--- src/rtl/fpu_cmd_master_if.sv ---
// Command/response channels and FPU CSR bus seen by the fpu_cmd_master.
// "master" is the command master's view; "slave" is the client/FPU side.
interface fpu_cmd_master_if;
  logic        cmd_valid;
  logic        cmd_ready;
  logic [31:0] cmd_a;
  logic [31:0] cmd_b;
  logic [3:0]  cmd_op;
  logic        rsp_valid;
  logic        rsp_ready;
  logic [31:0] rsp_result;
  logic [2:0]  rsp_flags;
  logic        busy;
  logic        ChipSelect;
  logic        Write;
  logic        Read;
  logic [1:0]  Address;
  logic [31:0] WriteData;
  logic [31:0] ReadData;

  modport master (
    input  cmd_valid, cmd_a, cmd_b, cmd_op, rsp_ready, ReadData,
    output cmd_ready, rsp_valid, rsp_result, rsp_flags, busy,
           ChipSelect, Write, Read, Address, WriteData
  );

  modport slave (
    output cmd_valid, cmd_a, cmd_b, cmd_op, rsp_ready, ReadData,
    input  cmd_ready, rsp_valid, rsp_result, rsp_flags, busy,
           ChipSelect, Write, Read, Address, WriteData
  );
endinterface

--- src/rtl/fpu_cmd_master.sv ---
// Bus initiator: turns one {A, B, Op} command into the FPU CSR write/wait/read
// sequence and returns result and status flags on a valid/ready response channel.
module fpu_cmd_master #(
  parameter int CORE_WAIT    = 4,
  parameter int READ_LATENCY = 1
) (
  input  logic               Clk,
  input  logic               RstN,
  fpu_cmd_master_if.master   bus
);

  typedef enum logic [3:0] {
    S_IDLE    = 4'd0,
    S_WR_A    = 4'd1,
    S_WR_B    = 4'd2,
    S_WR_OP   = 4'd3,
    S_WAIT    = 4'd4,
    S_RD_RES  = 4'd5,
    S_LAT_RES = 4'd6,
    S_RD_ST   = 4'd7,
    S_LAT_ST  = 4'd8,
    S_RESP    = 4'd9
  } state_t;

  localparam int WAIT_W = (CORE_WAIT > 0) ? $clog2(CORE_WAIT + 1) : 1;
  localparam int LAT_W  = $clog2(READ_LATENCY + 1);
  localparam logic [WAIT_W-1:0] WAIT_LAST = WAIT_W'((CORE_WAIT > 0) ? CORE_WAIT - 1 : 0);
  localparam logic [LAT_W-1:0]  LAT_LAST  = LAT_W'(READ_LATENCY - 1);
  localparam bit                NO_WAIT   = (CORE_WAIT == 0);

  state_t            state_r;
  state_t            state_nxt_s;
  logic [31:0]       b_r;
  logic [3:0]        op_r;
  logic [WAIT_W-1:0] wait_cnt_r;
  logic [LAT_W-1:0]  lat_cnt_r;
  logic [31:0]       result_r;
  logic [2:0]        flags_r;
  logic              cmd_ready_r;
  logic              rsp_valid_r;
  logic              busy_r;
  logic              cs_r;
  logic              wr_r;
  logic              rd_r;
  logic [1:0]        addr_r;
  logic [31:0]       wdata_r;

  logic              accept_s;
  logic              rsp_hs_s;
  logic              wait_done_s;
  logic              lat_done_s;
  logic              wr_d_s;
  logic              rd_d_s;
  logic [1:0]        addr_d_s;
  logic [31:0]       wdata_d_s;
  logic              cmd_ready_d_s;
  logic              rsp_valid_d_s;
  logic              busy_d_s;
  logic              unused_rd_s;

  assign accept_s    = bus.cmd_valid && cmd_ready_r;
  assign rsp_hs_s    = rsp_valid_r && bus.rsp_ready;
  assign wait_done_s = (wait_cnt_r == WAIT_LAST);
  assign lat_done_s  = (lat_cnt_r == LAT_LAST);
  assign unused_rd_s = ^bus.ReadData[31:3];

  // State, counters, captured read data and all registered outputs.
  always_ff @(posedge Clk or negedge RstN) begin
    if (!RstN) begin
      state_r     <= S_IDLE;
      b_r         <= 32'd0;
      op_r        <= 4'd0;
      wait_cnt_r  <= '0;
      lat_cnt_r   <= '0;
      result_r    <= 32'd0;
      flags_r     <= 3'd0;
      cmd_ready_r <= 1'b1;
      rsp_valid_r <= 1'b0;
      busy_r      <= 1'b0;
      cs_r        <= 1'b0;
      wr_r        <= 1'b0;
      rd_r        <= 1'b0;
      addr_r      <= 2'd0;
      wdata_r     <= 32'd0;
    end else begin
      state_r <= state_nxt_s;

      if (accept_s) begin
        b_r  <= bus.cmd_b;
        op_r <= bus.cmd_op;
      end

      // Counters restart whenever their state is entered and saturate at the end value.
      if (state_r == S_WAIT && !wait_done_s) begin
        wait_cnt_r <= wait_cnt_r + WAIT_W'(1);
      end else begin
        wait_cnt_r <= '0;
      end

      if ((state_r == S_LAT_RES || state_r == S_LAT_ST) && !lat_done_s) begin
        lat_cnt_r <= lat_cnt_r + LAT_W'(1);
      end else begin
        lat_cnt_r <= '0;
      end

      if (state_r == S_LAT_RES && lat_done_s) begin
        result_r <= bus.ReadData;
      end
      if (state_r == S_LAT_ST && lat_done_s) begin
        flags_r <= bus.ReadData[2:0];
      end

      cmd_ready_r <= cmd_ready_d_s;
      rsp_valid_r <= rsp_valid_d_s;
      busy_r      <= busy_d_s;
      cs_r        <= wr_d_s | rd_d_s;
      wr_r        <= wr_d_s;
      rd_r        <= rd_d_s;
      addr_r      <= addr_d_s;
      wdata_r     <= wdata_d_s;
    end
  end

  // Next-state sequencing of the write/wait/read access chain.
  always_comb begin
    state_nxt_s = state_r;
    case (state_r)
      S_IDLE: begin
        if (accept_s) begin
          state_nxt_s = S_WR_A;
        end else begin
          state_nxt_s = S_IDLE;
        end
      end
      S_WR_A:  state_nxt_s = S_WR_B;
      S_WR_B:  state_nxt_s = S_WR_OP;
      S_WR_OP: begin
        if (NO_WAIT) begin
          state_nxt_s = S_RD_RES;
        end else begin
          state_nxt_s = S_WAIT;
        end
      end
      S_WAIT: begin
        if (wait_done_s) begin
          state_nxt_s = S_RD_RES;
        end else begin
          state_nxt_s = S_WAIT;
        end
      end
      S_RD_RES: state_nxt_s = S_LAT_RES;
      S_LAT_RES: begin
        if (lat_done_s) begin
          state_nxt_s = S_RD_ST;
        end else begin
          state_nxt_s = S_LAT_RES;
        end
      end
      S_RD_ST: state_nxt_s = S_LAT_ST;
      S_LAT_ST: begin
        if (lat_done_s) begin
          state_nxt_s = S_RESP;
        end else begin
          state_nxt_s = S_LAT_ST;
        end
      end
      S_RESP: begin
        if (rsp_hs_s) begin
          state_nxt_s = S_IDLE;
        end else begin
          state_nxt_s = S_RESP;
        end
      end
      default: state_nxt_s = S_IDLE;
    endcase
  end

  // Outputs for the state being entered, so the registered copies line up with it.
  // A is taken straight from the command port because WR_A is only entered on accept.
  always_comb begin
    wr_d_s    = 1'b0;
    rd_d_s    = 1'b0;
    addr_d_s  = 2'd0;
    wdata_d_s = 32'd0;
    case (state_nxt_s)
      S_WR_A: begin
        wr_d_s    = 1'b1;
        addr_d_s  = 2'd0;
        wdata_d_s = bus.cmd_a;
      end
      S_WR_B: begin
        wr_d_s    = 1'b1;
        addr_d_s  = 2'd1;
        wdata_d_s = b_r;
      end
      S_WR_OP: begin
        wr_d_s    = 1'b1;
        addr_d_s  = 2'd2;
        wdata_d_s = {28'd0, op_r};
      end
      S_RD_RES: begin
        rd_d_s   = 1'b1;
        addr_d_s = 2'd3;
      end
      S_RD_ST: begin
        rd_d_s   = 1'b1;
        addr_d_s = 2'd2;
      end
      default: begin
        wr_d_s    = 1'b0;
        rd_d_s    = 1'b0;
        addr_d_s  = 2'd0;
        wdata_d_s = 32'd0;
      end
    endcase
    // cmd_ready stays low for the cycle right after the response handshake.
    cmd_ready_d_s = (state_r == S_IDLE) && !accept_s;
    rsp_valid_d_s = (state_nxt_s == S_RESP);
    busy_d_s      = (state_nxt_s != S_IDLE);
  end

  assign bus.cmd_ready  = cmd_ready_r;
  assign bus.rsp_valid  = rsp_valid_r;
  assign bus.rsp_result = result_r;
  assign bus.rsp_flags  = flags_r;
  assign bus.busy       = busy_r;
  assign bus.ChipSelect = cs_r;
  assign bus.Write      = wr_r;
  assign bus.Read       = rd_r;
  assign bus.Address    = addr_r;
  assign bus.WriteData  = wdata_r;

endmodule

--- src/flat_wrapper.sv ---
// flat-port wrapper written by rule: the top's interface ports become plain ports
module fpu_cmd_master_flat 
#(
  parameter int CORE_WAIT    = 4,
  parameter int READ_LATENCY = 1
)
  (Clk, RstN, bus_cmd_valid, bus_cmd_a, bus_cmd_b, bus_cmd_op, bus_rsp_ready, bus_ReadData, bus_cmd_ready, bus_rsp_valid, bus_rsp_result, bus_rsp_flags, bus_busy, bus_ChipSelect, bus_Write, bus_Read, bus_Address, bus_WriteData);
  fpu_cmd_master_if bus_i ();
  input  logic Clk;
  input  logic RstN;
  input wire logic [$bits(bus_i.cmd_valid)-1:0] bus_cmd_valid;
  input wire logic [$bits(bus_i.cmd_a)-1:0] bus_cmd_a;
  input wire logic [$bits(bus_i.cmd_b)-1:0] bus_cmd_b;
  input wire logic [$bits(bus_i.cmd_op)-1:0] bus_cmd_op;
  input wire logic [$bits(bus_i.rsp_ready)-1:0] bus_rsp_ready;
  input wire logic [$bits(bus_i.ReadData)-1:0] bus_ReadData;
  output wire logic [$bits(bus_i.cmd_ready)-1:0] bus_cmd_ready;
  output wire logic [$bits(bus_i.rsp_valid)-1:0] bus_rsp_valid;
  output wire logic [$bits(bus_i.rsp_result)-1:0] bus_rsp_result;
  output wire logic [$bits(bus_i.rsp_flags)-1:0] bus_rsp_flags;
  output wire logic [$bits(bus_i.busy)-1:0] bus_busy;
  output wire logic [$bits(bus_i.ChipSelect)-1:0] bus_ChipSelect;
  output wire logic [$bits(bus_i.Write)-1:0] bus_Write;
  output wire logic [$bits(bus_i.Read)-1:0] bus_Read;
  output wire logic [$bits(bus_i.Address)-1:0] bus_Address;
  output wire logic [$bits(bus_i.WriteData)-1:0] bus_WriteData;
  assign bus_i.cmd_valid = bus_cmd_valid;
  assign bus_i.cmd_a = bus_cmd_a;
  assign bus_i.cmd_b = bus_cmd_b;
  assign bus_i.cmd_op = bus_cmd_op;
  assign bus_i.rsp_ready = bus_rsp_ready;
  assign bus_i.ReadData = bus_ReadData;
  assign bus_cmd_ready = bus_i.cmd_ready;
  assign bus_rsp_valid = bus_i.rsp_valid;
  assign bus_rsp_result = bus_i.rsp_result;
  assign bus_rsp_flags = bus_i.rsp_flags;
  assign bus_busy = bus_i.busy;
  assign bus_ChipSelect = bus_i.ChipSelect;
  assign bus_Write = bus_i.Write;
  assign bus_Read = bus_i.Read;
  assign bus_Address = bus_i.Address;
  assign bus_WriteData = bus_i.WriteData;
  fpu_cmd_master #(.CORE_WAIT(CORE_WAIT), .READ_LATENCY(READ_LATENCY)) u_core (.Clk(Clk), .RstN(RstN), .bus(bus_i));
endmodule
--- config.mk ---
export PLATFORM = sky130hd
export DESIGN_NAME = fpu_cmd_master_flat
export DESIGN_NICKNAME = d
export VERILOG_FILES = /design/src/rtl/fpu_cmd_master_if.sv /design/src/rtl/fpu_cmd_master.sv /design/src/flat_wrapper.sv
export SDC_FILE = /design/constraint.sdc
export NUM_CORES = 1
export LEC_CHECK = 0
export CORE_MARGIN = 5
export CORE_UTILIZATION = 45
export DETAILED_ROUTE_END_ITERATION = 16
export GPL_TIMING_DRIVEN = 1
export MAX_ROUTING_LAYER = met4
export PLACE_DENSITY_LB_ADDON = 0.1
export SYNTH_ARGS = -nofsm -noshare
export SYNTH_HDL_FRONTEND = slang
export SYNTH_SLANG_ARGS = --single-unit
--- constraint.sdc ---
create_clock -name Clk -period 2.1 [get_ports Clk]
set_input_delay 0.315 -clock Clk [delete_from_list [all_inputs] [get_ports Clk]]
set_output_delay 0.315 -clock Clk [all_outputs]
set_load 0.02 [all_outputs]
# After elaboration in Yosys (flattened, before gate mapping)
# Index checks and enable logic that the tools add are counted.
dict set report word_totals {
  input_bits 104
  output_inout_bits 75
  reg_bits 119
  wordCells 62
}
dict set report op_classes {
  n_addsub 2
  n_reduce_logical 15
  n_eq_ne 16
  n_bitwise 2
  muxes 12
}
# operator count
set op_table {}
lappend op_table {{$pmux 32 s3} 1}
lappend op_table {{$pmux 4 s10} 1}
lappend op_table {{$eq 4x3->1 const B} 6}
lappend op_table {{$eq 4x2->1 const B} 4}
lappend op_table {{$eq 4x4->1 const B} 3}
lappend op_table {{$eq 4x1->1 const B} 2}
lappend op_table {{$logic_and 1x1->1} 7}
lappend op_table {{$mux 1} 7}
lappend op_table {{$pmux 2 s3} 1}
lappend op_table {{$logic_not 4->1} 1}
lappend op_table {{$mux 4} 1}
lappend op_table {{$reduce_bool 4->1} 1}
lappend op_table {{$reduce_or 2->1} 2}
lappend op_table {{$add 3x1->3 const B} 1}
lappend op_table {{$eq 3x2->1 const B} 1}
lappend op_table {{$mux 3} 1}
lappend op_table {{$reduce_or 3->1} 1}
lappend op_table {{$logic_not 1->1} 2}
lappend op_table {{$add 1x1->1 const B} 1}
lappend op_table {{$logic_or 1x1->1} 1}
lappend op_table {{$not 1->1} 1}
lappend op_table {{$or 1x1->1} 1}

# Depth between registers and ports, before layout
# Gate-level depths: netlist of run 1.
dict set report depth {
  ltp_word 7
  mapped_depth 5
  mapped_depth_nobuf 5
}

# Worst setup path after synthesis of run 1
# OpenSTA, ideal clock, no wires.
dict set report synth_path {
  path_type {register to register}
  from {reg u_core.state_r[3]}
  to {reg u_core.wdata_r[2] (netlist: u_core.bus.WriteData[2])}
  setup_slack_ns 0.673
  t_arrival_ns 1.360
  stages_incl_launch_ff 5
  n_path_buf 1
  cell_sequence {dfrtp_1 > or4_4 > nor2_8 > buf_6 > a221o_1}
}
dict set report synth_between {
  elab_chain_cells 4
}
# element line_no
set synth_lines {}
lappend synth_lines {{from (decl)} fpu_cmd_master.sv:31} ;# state_t state_r;
lappend synth_lines {{from (signal assigned)} fpu_cmd_master.sv:86} ;# state_r <= state_nxt_s;
lappend synth_lines {{$eq 4x4->1, or another cell as far along} fpu_cmd_master.sv:127} ;# case (state_r)
lappend synth_lines {{$pmux 4 s10 *} fpu_cmd_master.sv:127}
lappend synth_lines {{$eq 4x2->1 or $eq 4x1->1 (tied branches)} fpu_cmd_master.sv:185} ;# case (state_nxt_s)
lappend synth_lines {{$pmux 32 s3 *} fpu_cmd_master.sv:185}
lappend synth_lines {{via u_core.wdata_d_s[2]} fpu_cmd_master.sv:55} ;# logic [31:0] wdata_d_s;
lappend synth_lines {{to (signal assigned)} fpu_cmd_master.sv:120} ;# wdata_r <= wdata_d_s;
lappend synth_lines {{to (decl)} fpu_cmd_master.sv:46} ;# logic [31:0] wdata_r;
# The timed path passes the listed nets; every way through them passes the cells marked *.
# A chain may end at the register's enable or synchronous reset.

# Worst setup path after layout of run 1
dict set report layout_path {
  from {reg u_core.cmd_ready_r (netlist: u_core.bus.cmd_ready)}
  to {out bus_cmd_ready}
}
# element line_no
set layout_lines {}
lappend layout_lines {{from (decl)} fpu_cmd_master.sv:39} ;# logic cmd_ready_r;
lappend layout_lines {{from (signal assigned)} fpu_cmd_master.sv:113} ;# cmd_ready_r <= cmd_ready_d_s;
lappend layout_lines {{to (decl)} flat_wrapper.sv:17} ;# output wire logic [$bits(bus_i.cmd_ready)-1:0] bus_cmd_ready;
# No word-level cell between the ends.

==> results by group, run 1 <==
STA
  – Max Fclk: 506 MHz
  – Slew margin rel.: 48.2%
  – Hold slack: 0.345 ns
  – Setup Viol. Count Final: 0
  – Final min period: 1.98 ns
  – Fin crit share: 94.2%
  – Setup_tns: 0 ns
  – Final Hold Viols: 0
  – Layout Skew: 0.00519 ns
  – Slew @ Worst Pin: 0.767 ns
  – RSZ-0062 raised after global routing: no
  – Final Max Slew Viols: 0

Die
  – Initial Util: 46.3%
  – Row Count: 36
  – Die Wd: 110 um
  – Area of the core: 9770 sq um
  – Die height: 110 um
  – Io pins: 179
  – Die area: 12,200 sq um

Detailed routing
  – DRC Markers: 0
  – First-pass DRT Iterations: 4
  – DR WL/cell: 17.4 um
  – Via count: 3,118
  – ANT nets after route: 0
  – Total routed wirelength: 11,000 um
  – Initial DRC count: 149
  – Via-per-instance ratio: 4.93

GRT
  – Total GRT Usage: 19.5%
  – First-pass GRT wire length: 17,300 um
  – Overflow left after global routing: 0
  – Initial antenna violation count: 0
  – Largest net degree at the start of global routing: 46
  – Number of global-route vias before repair: 3,517

Finish
  – Commonest cells after routing, fill and taps aside: clkdlybuf4s50_1, dfrtp_1, mux2_2, a22o_1, clkbuf_16
  – Layout area overhead: 57.6%
  – N_diodes: 0
  – Final-stage net count: 593
  – Fill cell count: 675
  – Most common cell after layout, fill and taps aside: clkdlybuf4s50_1
  – Layout cells sized above 1: 24.2%

Worst setup path
  – Worst Reg-to-Reg Cells: 3
  – Setup crit end kind: primary output
  – Levels on crit path: 1
  – CP required: 1.78 ns
  – Critical path buffers and inverters: 1
  – Crit path largest cell delay: 0.61 ns
  – Worst path slowest cell: clkdlybuf4s50_1
  – Cell chain of the critical path: clkdlybuf4s50_1
  – CP Launch Type: flip-flop
  – Crit path arrival time: 1.66 ns
  – Crit path kind: flip-flop to primary output
  – Max FO, Critical Path: 4
  – Cell family with the largest share of critical-path delay: buffers and inverters

CTS
  – Post-CTS Setup Inserts: 0
  – Max Root-Sink Buffers: 2
  – Clk_lat worst skew: 0.50 ns
  – CTS Buf Count: 17
  – TritonCTS clock tree: built
  – CTS root buffer: clkbuf_8
  – CTS H-Tree Depth: 4
  – CTS clk-pin slew, worst paths: 0.05 ns
  – Clock sink count: 119

Synth
  – Synth cell types: 38
  – Flop and latch count out of synthesis: 119
  – Mapped Area: 4530 sq um
  – Mean Syn Cell Area: 15.5 sq um
  – Syn_nets: 399
  – Syn Inst Count: 293
  – Sequential area share after synthesis: 65.8%
  – Synth warnings: 0

Run
  – Max Cap Viol: 0

Place
  – GPL Wtd Cong: 0.810
  – Detail Placement HPWL: 7920 um
  – I/O Buffers: 178

Pwr
  – PwrDens: 1480 nW/um^2
  – Leakage: 0.00312 uW
  – VDD IR max: 0.700 mV
  – Overall Power: 10,500 uW

Run status
  – Status: finished, final reports clean

Min path
  – Min-delay worst type: input pin to asynchronous set/reset pin
routing by layer:
metal / track usage [%] / part of all wire, % / vias to the layer above
li1: - / - / 1448
met3: 7.28 / 11 / 19
met2: 31.8 / 49 / 138
met1: 21.4 / 38 / 1513
met5: - / 0 / -
met4: 8.80 / 2.3 / 0
through the flow:
stage | instance area (sq um) | std cells | util [%] | setup WS [ns]
after floorplan | 4530 | 293 | - | 0.673
after global placement | 6500 | 600 | 66.5 | 0.415
after detailed placement | 6500 | 600 | 66.5 | 0.326
after CTS | 7130 | 633 | 73.0 | 0.0870
after global routing | 7130 | 633 | 73.0 | 0.0729
final | 7130 | 633 | 73.0 | 0.122
sequential cells by signal (all words and copies together) (netlist names):
name / cells
u_core.b_r: 32
u_core.bus.Address: 2
u_core.bus.ChipSelect: 1
u_core.bus.Read: 1
u_core.bus.Write: 1
u_core.bus.WriteData: 32
u_core.bus.busy: 1
u_core.bus.cmd_ready: 1
u_core.bus.rsp_flags: 3
u_core.bus.rsp_result: 32
u_core.bus.rsp_valid: 1
u_core.lat_cnt_r: 1
u_core.op_r: 4
u_core.state_r: 4
u_core.wait_cnt_r: 3
cells in the mapped netlist:
cell type | count | area [sq um]
a221o_1 | 4 | 40.0
nand2_1 | 2 | 7.51
nor4_1 | 1 | 6.26
nor3_1 | 1 | 5.00
a31oi_1 | 1 | 6.26
mux2i_1 | 1 | 10.0
a32oi_1 | 1 | 8.76
inv_1 | 5 | 18.8
nor2b_1 | 1 | 6.26
or4_1 | 1 | 7.51
nand3_1 | 4 | 20.0
nand4b_2 | 1 | 15.0
mux2_2 | 71 | 800
a211o_1 | 1 | 8.76
xor2_1 | 1 | 8.76
nand2_2 | 1 | 6.26
a21boi_0 | 1 | 7.51
conb_1 | 1 | 3.75
or4_4 | 2 | 22.5
nor4b_2 | 1 | 15.0
o21ai_0 | 1 | 5.00
nor2_8 | 1 | 20.0
dfstp_2 | 1 | 26.3
and2_1 | 4 | 25.0
buf_2 | 8 | 40.0
o2111ai_1 | 2 | 17.5
nand2b_1 | 3 | 18.8
a21oi_1 | 3 | 15.0
or2_2 | 1 | 6.26
nor2_1 | 9 | 33.8
nor4b_1 | 1 | 8.76
a22o_1 | 28 | 245
clkbuf_1 | 4 | 15.0
ha_1 | 2 | 25.0
buf_4 | 1 | 7.51
xnor2_1 | 1 | 8.76
dfrtp_1 | 118 | 2950
buf_6 | 3 | 33.8
report_power, final:
group	leakage [uW]	switching, uW	internal [uW]	total [uW]
sequential	0.00148	445	3250	3700
clock	0.000305	962	2050	3010
combinational	0.00134	1740	2090	3830
total	0.00312	3150	7390	10500
logic make-up (layout without fill, tap and decap cells):
kind of cell / Yosys count / count (layout) / share of synthesized area [%]
other: 1 / 1 / 0.0828
AND/OR/NAND/NOR: 34 / 34 / 4.95
adder cells (fa/ha/maj): 2 / 2 / 0.553
buffers and inverters: 21 / 228 / 2.54
AO/OA/AOI/OAI: 42 / 42 / 7.82
multiplexers: 72 / 72 / 17.9
XOR/XNOR: 2 / 2 / 0.387
flip-flops: 119 / 119 / 65.8
final timing paths:
kind	from	end	slack, ns
setup / recovery	u_core.bus.cmd_ready	bus_cmd_ready	0.12
hold / removal	RstN	u_core.bus.rsp_result[27]	0.34
setup reg to reg	u_core.state_r[3]	u_core.bus.WriteData[0]	0.39
hold reg to reg	u_core.wait_cnt_r[0]	u_core.wait_cnt_r[0]	0.43
max in group asynchronous	RstN	u_core.bus.cmd_ready	1.12
min in group Clk	bus_cmd_a[19]	u_core.bus.WriteData[19]	0.41
what timing repair did:
action,in CTS,in global routing
hold endpoints to repair,40,0
hold buffers,1,0
gates resized for setup,0,0
cell type report:
cell class                 count  area, sq um  share of cell area [%]
tap                          133          166                    2.33
clock buffer                  24          480                    6.73
inverter                       5         18.8                   0.263
timing repair buffer         191         1900                    26.7
sequential                   119         2980                    41.8
multi-input combinational    153         1440                    20.2
clock inverter                 8          143                    2.00
No activity file was read; power rests on OpenSTA's default activity.
==> run 2: changes to the inputs <==
--- a/config.mk
+++ b/config.mk
@@ -7,10 +7,12 @@
 export LEC_CHECK = 0
 export CORE_MARGIN = 5
 export CORE_UTILIZATION = 45
+export CTS_CLUSTER_SIZE = 30
 export DETAILED_ROUTE_END_ITERATION = 16
 export GPL_TIMING_DRIVEN = 1
 export MAX_ROUTING_LAYER = met4
 export PLACE_DENSITY_LB_ADDON = 0.1
+export SKIP_CTS_REPAIR_TIMING = 1
 export SYNTH_ARGS = -nofsm -noshare
 export SYNTH_HDL_FRONTEND = slang
 export SYNTH_SLANG_ARGS = --single-unit
==> results of run 2 <==
Final layout, timing and power as in run 1 (identical DEF).
Main changes from that run: via count of the first global-routing pass 3517 -> 3511; met2 usage 31.8% -> 31.7%
